<file path="config.mk">
export PLATFORM = sky130hd
export DESIGN_NAME = i2c_init_sequencer
export DESIGN_NICKNAME = d
export VERILOG_FILES = /design/src/rtl/i2c_init_sequencer.sv
export SDC_FILE = /design/constraint.sdc
export NUM_CORES = 1
export LEC_CHECK = 0
export BUFFER_PORTS_ARGS = -buffer_cell sky130_fd_sc_hd__buf_2
export CORE_UTILIZATION = 35
export CTS_CLUSTER_SIZE = 40
export DETAILED_ROUTE_END_ITERATION = 12
export GPL_TIMING_DRIVEN = 0
export PLACE_DENSITY_LB_ADDON = 0.2
export REMOVE_ABC_BUFFERS = 1
export SLEW_MARGIN = 10
export SYNTH_ARGS = -nofsm -noshare
export SYNTH_HDL_FRONTEND = slang
export SYNTH_SLANG_ARGS = --single-unit
</file>
<file path="constraint.sdc">
create_clock -name CLK_IW -period 2.25 [get_ports CLK_IW]
set_input_delay 0.5625 -clock CLK_IW [delete_from_list [all_inputs] [get_ports CLK_IW]]
set_output_delay 0.5625 -clock CLK_IW [all_outputs]
set_load 0.02 [all_outputs]
</file>
<file path="src/rtl/i2c_init_sequencer.sv">
// i2c_init_sequencer: walks a parameter table of I2C write/delay entries
// and feeds {address, byte} write strobes into the I2C FIFO stage.
//
// Ports:
//   CLK_IW    clock, rising edge
//   RST_IW    asynchronous active-low reset
//   RUN_IW    start request, sampled only while idle
//   FULL_IW   FIFO full flag, throttles write strobes
//   READY_IW  I2C master idle flag, used to drain before delays/done
//   START_OW  one-cycle FIFO write strobe per write entry
//   ADDR_OW   7-bit device address, valid with START_OW
//   DATA_OW   data byte, valid with START_OW
//   BUSY_OW   high from RUN acceptance until DONE_OW
//   DONE_OW   one-cycle pulse once the last byte has left the master
//
// Table entry i = INIT_SEQ[9*i+8 : 9*i]:
//   bit8=0 -> write bits[7:0]
//   bit8=1 -> delay bits[7:0] * TICK_CYCLES clock cycles
module i2c_init_sequencer #(
    parameter int                     CMD_COUNT   = 8,
    parameter logic [6:0]             DEV_ADDR    = 7'h3C,
    parameter int                     TICK_CYCLES = 1000,
    parameter logic [CMD_COUNT*9-1:0] INIT_SEQ    = {CMD_COUNT{9'h000}}
) (
    input  logic       CLK_IW,
    input  logic       RST_IW,
    input  logic       RUN_IW,
    input  logic       FULL_IW,
    input  logic       READY_IW,
    output logic       START_OW,
    output logic [6:0] ADDR_OW,
    output logic [7:0] DATA_OW,
    output logic       BUSY_OW,
    output logic       DONE_OW
);

    localparam int IDX_W  = (CMD_COUNT > 1) ? $clog2(CMD_COUNT) : 1;
    // Wide enough for 255 * TICK_CYCLES
    localparam int WAIT_W = 8 + $clog2(TICK_CYCLES + 1);

    localparam logic [IDX_W-1:0]  LAST_IDX = IDX_W'(CMD_COUNT - 1);
    localparam logic [WAIT_W-1:0] TICK_W   = WAIT_W'(TICK_CYCLES);

    typedef enum logic [2:0] {
        S_IDLE   = 3'd0,
        S_FETCH  = 3'd1,
        S_PUSH   = 3'd2,
        S_DRAIN  = 3'd3,
        S_WAIT   = 3'd4,
        S_FINISH = 3'd5
    } state_e;

    state_e              state_q, state_d;
    logic [IDX_W-1:0]    idx_q, idx_d;
    logic [WAIT_W-1:0]   wait_q, wait_d;
    logic                rdy_seen_q, rdy_seen_d;
    logic                drain_end_q, drain_end_d;
    logic                start_q, start_d;
    logic [6:0]          addr_q, addr_d;
    logic [7:0]          data_q, data_d;
    logic                busy_q, busy_d;
    logic                done_q, done_d;

    logic [8:0]          entry_w;
    logic [WAIT_W-1:0]   wait_load_w;
    logic                adv_w;

    // Table lookup; the loop keeps the select in range for any CMD_COUNT
    always_comb begin
        entry_w = 9'h000;
        for (int i = 0; i < CMD_COUNT; i++) begin
            if (idx_q == IDX_W'(i)) begin
                entry_w = INIT_SEQ[9*i +: 9];
            end
        end
    end

    assign wait_load_w = {{(WAIT_W-8){1'b0}}, entry_w[7:0]} * TICK_W;

    always_ff @(posedge CLK_IW or negedge RST_IW) begin
        if (!RST_IW) begin
            state_q     <= S_IDLE;
            idx_q       <= '0;
            wait_q      <= '0;
            rdy_seen_q  <= 1'b0;
            drain_end_q <= 1'b0;
            start_q     <= 1'b0;
            addr_q      <= '0;
            data_q      <= '0;
            busy_q      <= 1'b0;
            done_q      <= 1'b0;
        end else begin
            state_q     <= state_d;
            idx_q       <= idx_d;
            wait_q      <= wait_d;
            rdy_seen_q  <= rdy_seen_d;
            drain_end_q <= drain_end_d;
            start_q     <= start_d;
            addr_q      <= addr_d;
            data_q      <= data_d;
            busy_q      <= busy_d;
            done_q      <= done_d;
        end
    end

    always_comb begin
        state_d     = state_q;
        idx_d       = idx_q;
        wait_d      = wait_q;
        rdy_seen_d  = rdy_seen_q;
        drain_end_d = drain_end_q;
        start_d     = 1'b0;
        addr_d      = addr_q;
        data_d      = data_q;
        busy_d      = busy_q;
        done_d      = 1'b0;
        adv_w       = 1'b0;

        unique case (state_q)
            S_IDLE: begin
                if (RUN_IW) begin
                    idx_d   = '0;
                    busy_d  = 1'b1;
                    state_d = S_FETCH;
                end
            end

            S_FETCH: begin
                if (entry_w[8]) begin
                    drain_end_d = 1'b0;
                    rdy_seen_d  = 1'b0;
                    state_d     = S_DRAIN;
                end else begin
                    state_d = S_PUSH;
                end
            end

            // Strobe is registered, and the FETCH that follows keeps
            // successive decisions at least two cycles apart.
            S_PUSH: begin
                if (!FULL_IW) begin
                    start_d = 1'b1;
                    addr_d  = DEV_ADDR;
                    data_d  = entry_w[7:0];
                    adv_w   = 1'b1;
                end
            end

            // Two consecutive READY samples: FIFO empty and master idle
            S_DRAIN: begin
                if (!READY_IW) begin
                    rdy_seen_d = 1'b0;
                end else if (!rdy_seen_q) begin
                    rdy_seen_d = 1'b1;
                end else begin
                    rdy_seen_d = 1'b0;
                    if (drain_end_q) begin
                        done_d  = 1'b1;
                        busy_d  = 1'b0;
                        state_d = S_FINISH;
                    end else if (wait_load_w == '0) begin
                        adv_w = 1'b1;
                    end else begin
                        wait_d  = wait_load_w;
                        state_d = S_WAIT;
                    end
                end
            end

            S_WAIT: begin
                if (wait_q <= WAIT_W'(1)) begin
                    wait_d = '0;
                    adv_w  = 1'b1;
                end else begin
                    wait_d = wait_q - WAIT_W'(1);
                end
            end

            S_FINISH: begin
                state_d = S_IDLE;
            end

            default: begin
                state_d = S_IDLE;
            end
        endcase

        // Index advance: next entry, or final drain after the last one
        if (adv_w) begin
            if (idx_q != LAST_IDX) begin
                idx_d   = idx_q + IDX_W'(1);
                state_d = S_FETCH;
            end else begin
                drain_end_d = 1'b1;
                rdy_seen_d  = 1'b0;
                state_d     = S_DRAIN;
            end
        end
    end

    assign START_OW = start_q;
    assign ADDR_OW  = addr_q;
    assign DATA_OW  = data_q;
    assign BUSY_OW  = busy_q;
    assign DONE_OW  = done_q;

endmodule
</file>
==> summary.txt, run 1 <==
Status
  • Status: complete, no violations

Synth
  • Cell Area, Synth: 1660 sq um
  • Dominant cell type by area after synthesis: dfrtp_1
  • Share of flip-flops with an asynchronous set or reset: 100%
  • Avg Cell Area, Syn: 9.77 sq um
  • Yosys cell types: 40
  • Synth Register Bits: 30
  • Top cell type's share of synthesized area: 45.2%
  • Seq/Total Area, Yosys: 45.2%
  • Synth Warn #: 0
  • Number of synthesized flops with an enable pin: 0
  • Leading post-synthesis cells by cell area: dfrtp_1 (45%), buf_4 (6.3%), xor2_1 (4.2%)
  • Mapped Cells: 170
  • Dominant synthesized flop cell: dfrtp_1

Placed design
  • Dpl cell area: 1680 sq um
  • Buffers added on ports: 11
  • DPL Wire Length: 2260 um
  • Routability cong.: 0.794

Layout
  • Ant. Diodes: 0
  • Nets@finish: 190
  • Layout area overhead: 7.98%
  • Post-route cell area: 1790 sq um
  • Share of cells above drive strength 1: 18.1%
  • Util after Layout: 40.4%
  • Fillcell total: 445

Drt
  • DR pass1 iterations: 6
  • WL final: 3220 um
  • # DRC: 0
  • Initial DRC Count: 55
  • Via count: 1228
  • Drt wl/cell: 13.8 um
  • Via-per-instance ratio: 5.25
  • Remaining antenna violation count: 0

Critical path
  • CP max FO: 8
  • R2R Setup Slk: 190 ps
  • Worst Path Buf+Inv: 1
  • Crit end category: flip-flop
  • Crit path kind: reg -> reg
  • Largest stage delay, worst path: 430 ps
  • Reg2Reg Capture Point: idx_q[2]
  • CP startpoint kind: flip-flop
  • R2r startpoint: wait_q[0]
  • Delay-heaviest family, CP: compound AO/OA/AOI/OAI gates
  • Data required time of the critical path: 2420 ps
  • Critical path cell sequence: inv_1 -> ha_1 -> o21ba_2 -> nand3_1 -> o31a_1 -> mux2_2
  • CP max stage cell: dfrtp_1
  • R2R cell count: 6
  • Crit path arrival time: 2230 ps

Pwr
  • Peak supply drop: 0.565 mV
  • Total power: 2.22 mW
  • Power Dens Cells: 1230 nW/um^2
  • Leakage: 0.849 nW

GRT
  • Total track usage: 14.5%
  • Initial antenna violation count: 0
  • First-pass GRT wire length: 5600 um
  • Overflow after GRT: 0
  • Largest net degree at the start of global routing: 31
  • Vias in the first global route: 1223

STA
  • Max-Slew Margin vs Limit: 53.6%
  • Max Freq: 0.485 GHz
  • RSZ-0062 raised after global routing: no
  • Clock Skew: 5.76 ps
  • Final setup fails: 0
  • Final slew viol count: 0
  • Crit share post-route: 91.6%
  • Tmin final: 2060 ps
  • Worst Max-Slew Pin Slew: 697 ps
  • Final Hold Violating Endpoints: 0

Clock network
  • Root buf cell: clkbuf_8
  • CTS clk-pin slew, worst paths: 70 ps
  • CTS H-tree depth: 2
  • TritonCTS clock tree: done
  • # hold bufs at CTS: 0
  • Clock Sink Count: 30
  • Total CTS buffers: 5
  • Clock buffer depth: 2
  • Clock latency at the later pin of the worst-skew pair: 280 ps

Min path
  • HP Class: in -> async

Floorplanning
  • DIE HEIGHT: 70.9 um
  • Io pins: 23
  • Row count: 24
  • Core area: 4440 sq um
  • Die width: 70.9 um
  • Initial core utilization: 37.4%
  • Full die area: 5030 sq um

Flow run
  • Total of max-cap violations: 0
how the worst max path moves through the flow:
stage | endpoint | cells after the start | slack [ps] | from
5_1_grt | wait_q[15] | 5 | 70 | state_q[0]
3_3_place_gp | wait_q[0] | 4 | -340 | state_q[0]
4_1_cts | wait_q[0] | 6 | 90 | wait_q[0]
6_report | idx_q[2] | 6 | 190 | wait_q[0]
2_1_floorplan | wait_q[0] | 4 | 220 | state_q[0]
3_5_place_dp | wait_q[0] | 4 | -440 | state_q[0]
routing by layer:
metal	GRT usage (%)	wire, um
met3	3.85	110
met4	6.67	46
met2	22.9	1490
met1	18.8	1570
met5	0	0
power breakdown:
part / leakage [nW] / internal (mW) / switching [mW]
Clock: 0.0472 / 0.246 / 0.213
Combinational: 0.407 / 0.351 / 0.511
Sequential: 0.395 / 0.700 / 0.194
Total: 0.849 / 1.30 / 0.918
flip-flops by register name, indices dropped and copies added, names as in the netlist:
| name | flops |
|---|---|
| ADDR_OW | 1 |
| BUSY_OW | 1 |
| DONE_OW | 1 |
| START_OW | 1 |
| drain_end_q | 1 |
| idx_q | 3 |
| rdy_seen_q | 1 |
| state_q | 3 |
| wait_q | 18 |
per-stage QoR:
stage                     hold slack (ps)  instances  setup slack, ps  TNS, ps
after CTS                             344        234             92.9        0
after global routing                  382        234             69.1        0
after detailed placement              466        224             -436    -4540
after global placement                456        224             -340    -3490
after floorplan                       267        161              223        0
final                                 321        234              190        0
synth_stat cells, types with 5 or more instances:
cell	n
or3_1	5
nand3_1	6
o21ai_0	8
nor2_1	18
nor3_1	5
a21oi_1	8
xor2_1	8
dfrtp_1	30
nand4_1	9
inv_1	5
nand2_1	11
buf_4	14
repair_timing:
item	4_1_cts	5_1_grt
setup endpoints to repair	17	7
setup buffers	2	0
pin swaps	1	0
gates resized for setup	1	2
cloned	0	0
logic make-up after synthesis:
kind of cell	synth area share (%)
simple gates	24.2
other cells	0.226
fa+ha+maj	3.01
xor+xnor	4.22
mux	3.31
compound gates	10.2
flops	45.2
buf+inv	9.71
layout by cell type, fill, tap and decap left out, drive strengths merged, types with 2 or more instances in the layout:
| master | count |
|---|---|
| dfrtp | 30 |
| nor2 | 18 |
| buf | 13 |
| nand2 | 11 |
| conb | 11 |
| nand4 | 9 |
| a21oi | 9 |
| xor2 | 8 |
| o21ai | 8 |
| nand3 | 6 |
| clkbuf | 6 |
| nor3 | 6 |
| inv | 5 |
| or3 | 5 |
| mux2 | 4 |
| ha | 4 |
| a21o | 3 |
| and2 | 2 |
| nor2b | 2 |
| or2 | 2 |
| or4 | 2 |
| o31ai | 2 |
cell type report:
cell class,instances,area [sq um],area share (%)
clock buffer,6,82.6,4.60
sequential,30,751,41.8
tap,52,65.1,3.63
timing repair buffer,13,70.1,3.91
clock inverter,2,12.5,0.697
multi-input combinational,126,795,44.3
inverter,5,18.8,1.05
No activity file was read; power rests on OpenSTA's default activity.
==> inputs of run 2 (changes only) <==
==> constraint.sdc (replaced) <==
create_clock -name CLK_IW -period 1.7 [get_ports CLK_IW]
set_input_delay 0.425 -clock CLK_IW [delete_from_list [all_inputs] [get_ports CLK_IW]]
set_output_delay 0.425 -clock CLK_IW [all_outputs]
set_load 0.02 [all_outputs]
==> run 2 against run 1 <==
Against the previous run:
- maximum frequency increased by 13%
- cell area increased by 15%
- the run now ends with setup timing left
- cell count increased by 6.8%
- core utilization increased by 6.2 points
- worst setup slack got worse by 310 ps
- critical path depth unchanged
- power increased by 50%
- highest routed layer unchanged
- largest cell class unchanged
- clock skew decreased by 1.6 ps
- first-iteration DRC count increased by 22%
- combinational power increased by 76%
- worst hold slack got worse by 140 ps
==> summary.txt, run 2 (synthesis results as in run 1) <==
Placed design
  • Setup WS pre-CTS: -986 ps
  • Dpl cell area: 1680 sq um
  • DPL Wire Length: 2260 um
  • Post-Place Cells: 224
  • Routability cong.: 0.794
  • Buffers added on ports: 11

Floorplanning
  • Die width: 70.9 um
  • DIE HEIGHT: 70.9 um
  • Initial core utilization: 37.4%
  • Row count: 24
  • Full die area: 5030 sq um
  • Io pins: 23
  • Core area: 4440 sq um

Clock network
  • # hold bufs at CTS: 0
  • Total CTS buffers: 5
  • TritonCTS clock tree: done
  • Root buf cell: clkbuf_8
  • Clock latency at the later pin of the worst-skew pair: 280 ps
  • CTS clk-pin slew, worst paths: 70 ps
  • CTS H-tree depth: 2
  • Clock Sink Count: 30
  • Clock buffer depth: 2

Min path
  • HP Class: in -> async

Layout
  • Post-Layout Cell Count: 250
  • Most flop-heavy register: wait_q
  • Area of the multi-input gates: 926 sq um
  • Commonest non-fill, non-tap cell in the layout: dfrtp_1
  • Most frequent cells in the layout: dfrtp_1 (26), buf_4 (15), nand2_1 (11), conb_1 (11), buf_2 (11)
  • Layout area overhead: 24.6%
  • Sequential cell area: 756 sq um
  • Post-route cell area: 2070 sq um
  • Fillcell total: 418
  • Largest regs: wait_q: 18 flops, idx_q: 3 flops, state_q: 3 flops
  • Ant. Diodes: 0
  • Share of cells above drive strength 1: 37.9%
  • Nets@finish: 206
  • Util after Layout: 46.6%
  • Max reg flops: 18

Drt
  • DR pass1 iterations: 6
  • Initial DRC Count: 67
  • Via count: 1275
  • Met3 routed WL: 88 um
  • Max Used Layer: met4
  • WL final: 3600 um
  • Drt wl/cell: 14.4 um
  • Via-per-instance ratio: 5.10
  • Wire length on met1: 1730 um
  • # DRC: 0
  • Remaining antenna violation count: 0
  • Routed wl met2: 1710 um

Critical path
  • Worst Path Buf+Inv: 2
  • Critical path cell sequence: nor4b_4 -> buf_4 -> nand4_1 -> buf_4 -> or4_1 -> nand2_1
  • Data required time of the critical path: 1920 ps
  • CP max FO: 5
  • Largest stage delay, worst path: 430 ps
  • Crit path kind: reg -> reg
  • Crit end category: flip-flop
  • Delay-heaviest family, CP: simple AND/OR/NAND/NOR gates
  • Cell repeated most along the worst path: buf_4
  • R2R cell count: 6
  • Crit path arrival time: 2050 ps
  • CP startpoint kind: flip-flop
  • CP max stage cell: dfrtp_2
  • Critical path depth: 6

STA
  • Final setup fails: 12
  • Max Freq: 0.548 GHz
  • Final Hold Violating Endpoints: 0
  • Setup TNS: -484 ps
  • Tmin final: 1820 ps
  • Max-Slew Margin vs Limit: 53.5%
  • Final WS setup: -125 ps
  • Clock Skew: 4.12 ps
  • RSZ-0062 raised after global routing: yes
  • Worst Max-Slew Pin Slew: 697 ps
  • Crit share post-route: 107%
  • Final slew viol count: 0

Pwr
  • Power Dens Cells: 1600 nW/um^2
  • Peak supply drop: 0.786 mV
  • Sw Pwr: 1.35 mW
  • Comb power frac: 45.9%
  • Clock share of power: 18.4%
  • Sw Ratio: 40.8%
  • Power Internal: 1.97 mW
  • Leakage: 0.942 nW
  • Seq pwr share: 35.8%

GRT
  • First-pass GRT wire length: 6090 um
  • Overflow after GRT: 0
  • Vias in the first global route: 1301
  • Total track usage: 15.9%
  • Largest net degree at the start of global routing: 31
  • Initial antenna violation count: 0

Flow run
  • Total of max-cap violations: 0

Status
  • Failing checks: setup timing
  • Status: finished with violations
[run 2: changes by cell type in the layout (fill, tap and decap cells not counted), sizes merged]
cell / delta
buf: +16
[run 2: final cells by class]
cell class                      instances  area share (%)
Clock buffer                            6            3.99
Clock inverter                          2           0.604
Sequential cell                        30            36.5
Timing Repair Buffer                   29            10.2
Tap cell                               52            3.14
Inverter                                5           0.906
Multi-Input combinational cell        126            44.7
[run 2: timing repair]
| action | CTS | global route |
|---|---|---|
| cloned | 0 | 0 |
| setup endpoints to repair | 26 | 26 |
| setup buffers | 15 | 3 |
| gates resized for setup | 15 | 27 |
| hold endpoints to repair | 0 | 0 |
| pin swaps | 8 | 12 |
[run 2: per-layer routing]
layer  GRT usage (%)  up-vias
li1                -      629
met1            21.0      619
met2            24.0       20
met3            4.42        7
met4            7.56        0
met5               0        -
[run 2: power by group through the flow]
stage	Combinational, mW	Clock [mW]	Sequential [mW]
floorplan	0.856	0	1.16
global placement	1.06	0	1.18
detailed placement	1.11	0	1.20
CTS	1.32	0.628	1.17
global route	1.71	0.664	1.22
finish	1.52	0.610	1.19
[run 2: per-stage QoR]
| stage | power [mW] | hold WS (ps) |
|---|---|---|
| floorplan | 2.01 | 129 |
| detailed placement | 2.31 | 466 |
| global placement | 2.24 | 456 |
| CTS | 3.12 | 206 |
| global route | 3.59 | 240 |
| finish | 3.32 | 185 |
[run 2: worst paths after layout]
kind                             from         end  slack, ps
hold / removal                 RST_IW   wait_q[7]        190
max in group asynchronous      RST_IW  state_q[1]       1020
setup / recovery           state_q[0]  wait_q[16]       -120
min in group CLK_IW          READY_IW  rdy_seen_q        440
setup reg to reg           state_q[0]  wait_q[16]       -120
hold reg to reg               BUSY_OW     BUSY_OW        470
==> inputs of run 3 (changes only) <==
--- a/config.mk
+++ b/config.mk
@@ -5,12 +5,14 @@
 export SDC_FILE = /design/constraint.sdc
 export NUM_CORES = 1
 export LEC_CHECK = 0
+export ABC_CLOCK_PERIOD_IN_PS = 1700
 export BUFFER_PORTS_ARGS = -buffer_cell sky130_fd_sc_hd__buf_2
 export CORE_UTILIZATION = 35
 export CTS_CLUSTER_SIZE = 40
 export DETAILED_ROUTE_END_ITERATION = 12
 export GPL_TIMING_DRIVEN = 0
 export PLACE_DENSITY_LB_ADDON = 0.2
+export RECOVER_POWER = 25
 export REMOVE_ABC_BUFFERS = 1
 export SLEW_MARGIN = 10
 export SYNTH_ARGS = -nofsm -noshare
==> run 3 against run 2 <==
Against the previous run:
- the run still ends with setup timing left
- power is essentially flat
- worst setup slack unchanged
- sequential cell count stayed put
- sequential power about the same
- critical path type unchanged
- critical endpoint unchanged
- largest power group unchanged
==> summary.txt, run 3 (synthesis results as in run 1) <==
Status
  • Status: finished with violations
  • Failing checks: setup timing

Pwr
  • Comb power frac: 45.9%
  • Sw Pwr: 1.35 mW
  • Clock share of power: 18.4%
  • Leakage: 0.942 nW
  • Total power: 3.32 mW
  • Sw Ratio: 40.8%
  • Seq pwr share: 35.8%
  • Peak supply drop: 0.786 mV
  • Power Internal: 1.97 mW
  • Power Dens Cells: 1600 nW/um^2

Layout
  • Ant. Diodes: 0
  • Max reg flops: 18
  • Largest regs: wait_q: 18 flops, idx_q: 3 flops, state_q: 3 flops
  • Commonest non-fill, non-tap cell in the layout: dfrtp_1
  • Layout area overhead: 24.6%
  • Util after Layout: 46.6%
  • Share of cells above drive strength 1: 37.9%
  • Most flop-heavy register: wait_q
  • Nets@finish: 206
  • Post-route cell area: 2070 sq um
  • Most frequent cells in the layout: dfrtp_1 (26), buf_4 (15), nand2_1 (11), conb_1 (11), buf_2 (10)

Min path
  • HP Class: in -> async

Drt
  • Initial DRC Count: 67
  • Drt wl/cell: 14.4 um
  • Via count: 1275
  • Via-per-instance ratio: 5.10
  • # DRC: 0
  • Remaining antenna violation count: 0
  • DR pass1 iterations: 6
  • WL final: 3600 um

Clock network
  • Clock buffer depth: 2
  • Clock Sink Count: 30
  • Clock latency at the later pin of the worst-skew pair: 280 ps
  • CTS clk-pin slew, worst paths: 70 ps
  • Total CTS buffers: 5
  • TritonCTS clock tree: done
  • CTS H-tree depth: 2
  • # hold bufs at CTS: 0
  • Root buf cell: clkbuf_8

GRT
  • Total track usage: 15.9%
  • Largest net degree at the start of global routing: 31
  • Overflow after GRT: 0
  • Initial antenna violation count: 0
  • Vias in the first global route: 1301
  • First-pass GRT wire length: 6090 um

STA
  • Worst Max-Slew Pin Slew: 783 ps
  • Final slew viol count: 0
  • Hold_ws: 210 ps
  • Max-Slew Margin vs Limit: 47.8%
  • Final Hold Violating Endpoints: 0
  • Tmin final: 1820 ps
  • Max Freq: 0.548 GHz
  • Final WS setup: -125 ps
  • Clock Skew: 4.12 ps
  • RSZ-0062 raised after global routing: yes
  • Crit share post-route: 107%
  • Final setup fails: 12

Critical path
  • CP startpoint kind: flip-flop
  • CP max FO: 5
  • Data required time of the critical path: 1920 ps
  • Worst Path Buf+Inv: 2
  • Crit path arrival time: 2050 ps
  • Delay-heaviest family, CP: simple AND/OR/NAND/NOR gates
  • Largest stage delay, worst path: 430 ps
  • Cell repeated most along the worst path: buf_4
  • CP max stage cell: dfrtp_2
  • Crit path kind: reg -> reg
  • Critical path cell sequence: nor4b_4 -> buf_4 -> nand4_1 -> buf_4 -> or4_1 -> nand2_1
  • Crit end category: flip-flop

Placed design
  • Buffers added on ports: 11
  • Dpl cell area: 1680 sq um
  • Setup WS pre-CTS: -986 ps
  • DPL Wire Length: 2260 um
  • Routability cong.: 0.794

Floorplanning
  • Row count: 24
  • DIE HEIGHT: 70.9 um
  • Core area: 4440 sq um
  • Full die area: 5030 sq um
  • Die width: 70.9 um
  • Io pins: 23
  • Initial core utilization: 37.4%

Flow run
  • Total of max-cap violations: 0
==> run 3: repair_timing <==
item                                    CTS  global route
cloned                                    0             0
setup buffers                            15             3
gates resized for setup                  15            27
endpoints found under the setup margin   26            26
pin swaps                                 8            12
==> run 3: area by class of cell <==
type	count	area (sq um)
well taps	52	65.1
clock inverters	2	12.5
repair buffers	29	210
fillers	418	2370
multi-input cells	126	926
inverters	5	18.8
flip-flops and latches	30	756
clock buffers	6	82.6
==> run 3: final timing paths <==
path,from,end,slack [ps],depth (start not counted)
max in group asynchronous,RST_IW,state_q[1],950,1
worst min-delay path,RST_IW,wait_q[7],210,1
worst min register to register,BUSY_OW,BUSY_OW,470,1
worst max-delay path,state_q[0],wait_q[16],-120,6
min in group CLK_IW,READY_IW,rdy_seen_q,440,3
worst max register to register,state_q[0],wait_q[16],-120,6
==> run 3: worst reg2reg max path, cell delays in order, from the launching register on <==
cell	delay, ps
dfrtp_2	430
nor4b_4	260
buf_4	170
nand4_1	180
buf_4	230
or4_1	400
nand2_1	90
==> run 3: power groups by stage <==
stage               logic (mW)  registers (mW)  clock network [mW]
floorplan                0.856            1.16                   0
global placement          1.06            1.18                   0
detailed placement        1.11            1.20                   0
CTS                       1.32            1.17               0.628
global route              1.71            1.22               0.664
finish                    1.52            1.19               0.610
==> run 3: through the flow <==
step / setup TNS [ps] / cells
6_report: -484 / 250
5_1_grt: -2300 / 250
4_1_cts: -294 / 247
3_5_place_dp: -17950 / 224
3_3_place_gp: -16250 / 224
2_1_floorplan: -4350 / 161
==> run 3: layer usage <==
| layer | track usage (%) | share of wire (%) |
|---|---|---|
| met5 | 0 | 0 |
| met1 | 21.0 | 48 |
| met4 | 7.56 | 2.1 |
| met2 | 24.0 | 48 |
| met3 | 4.42 | 2.4 |
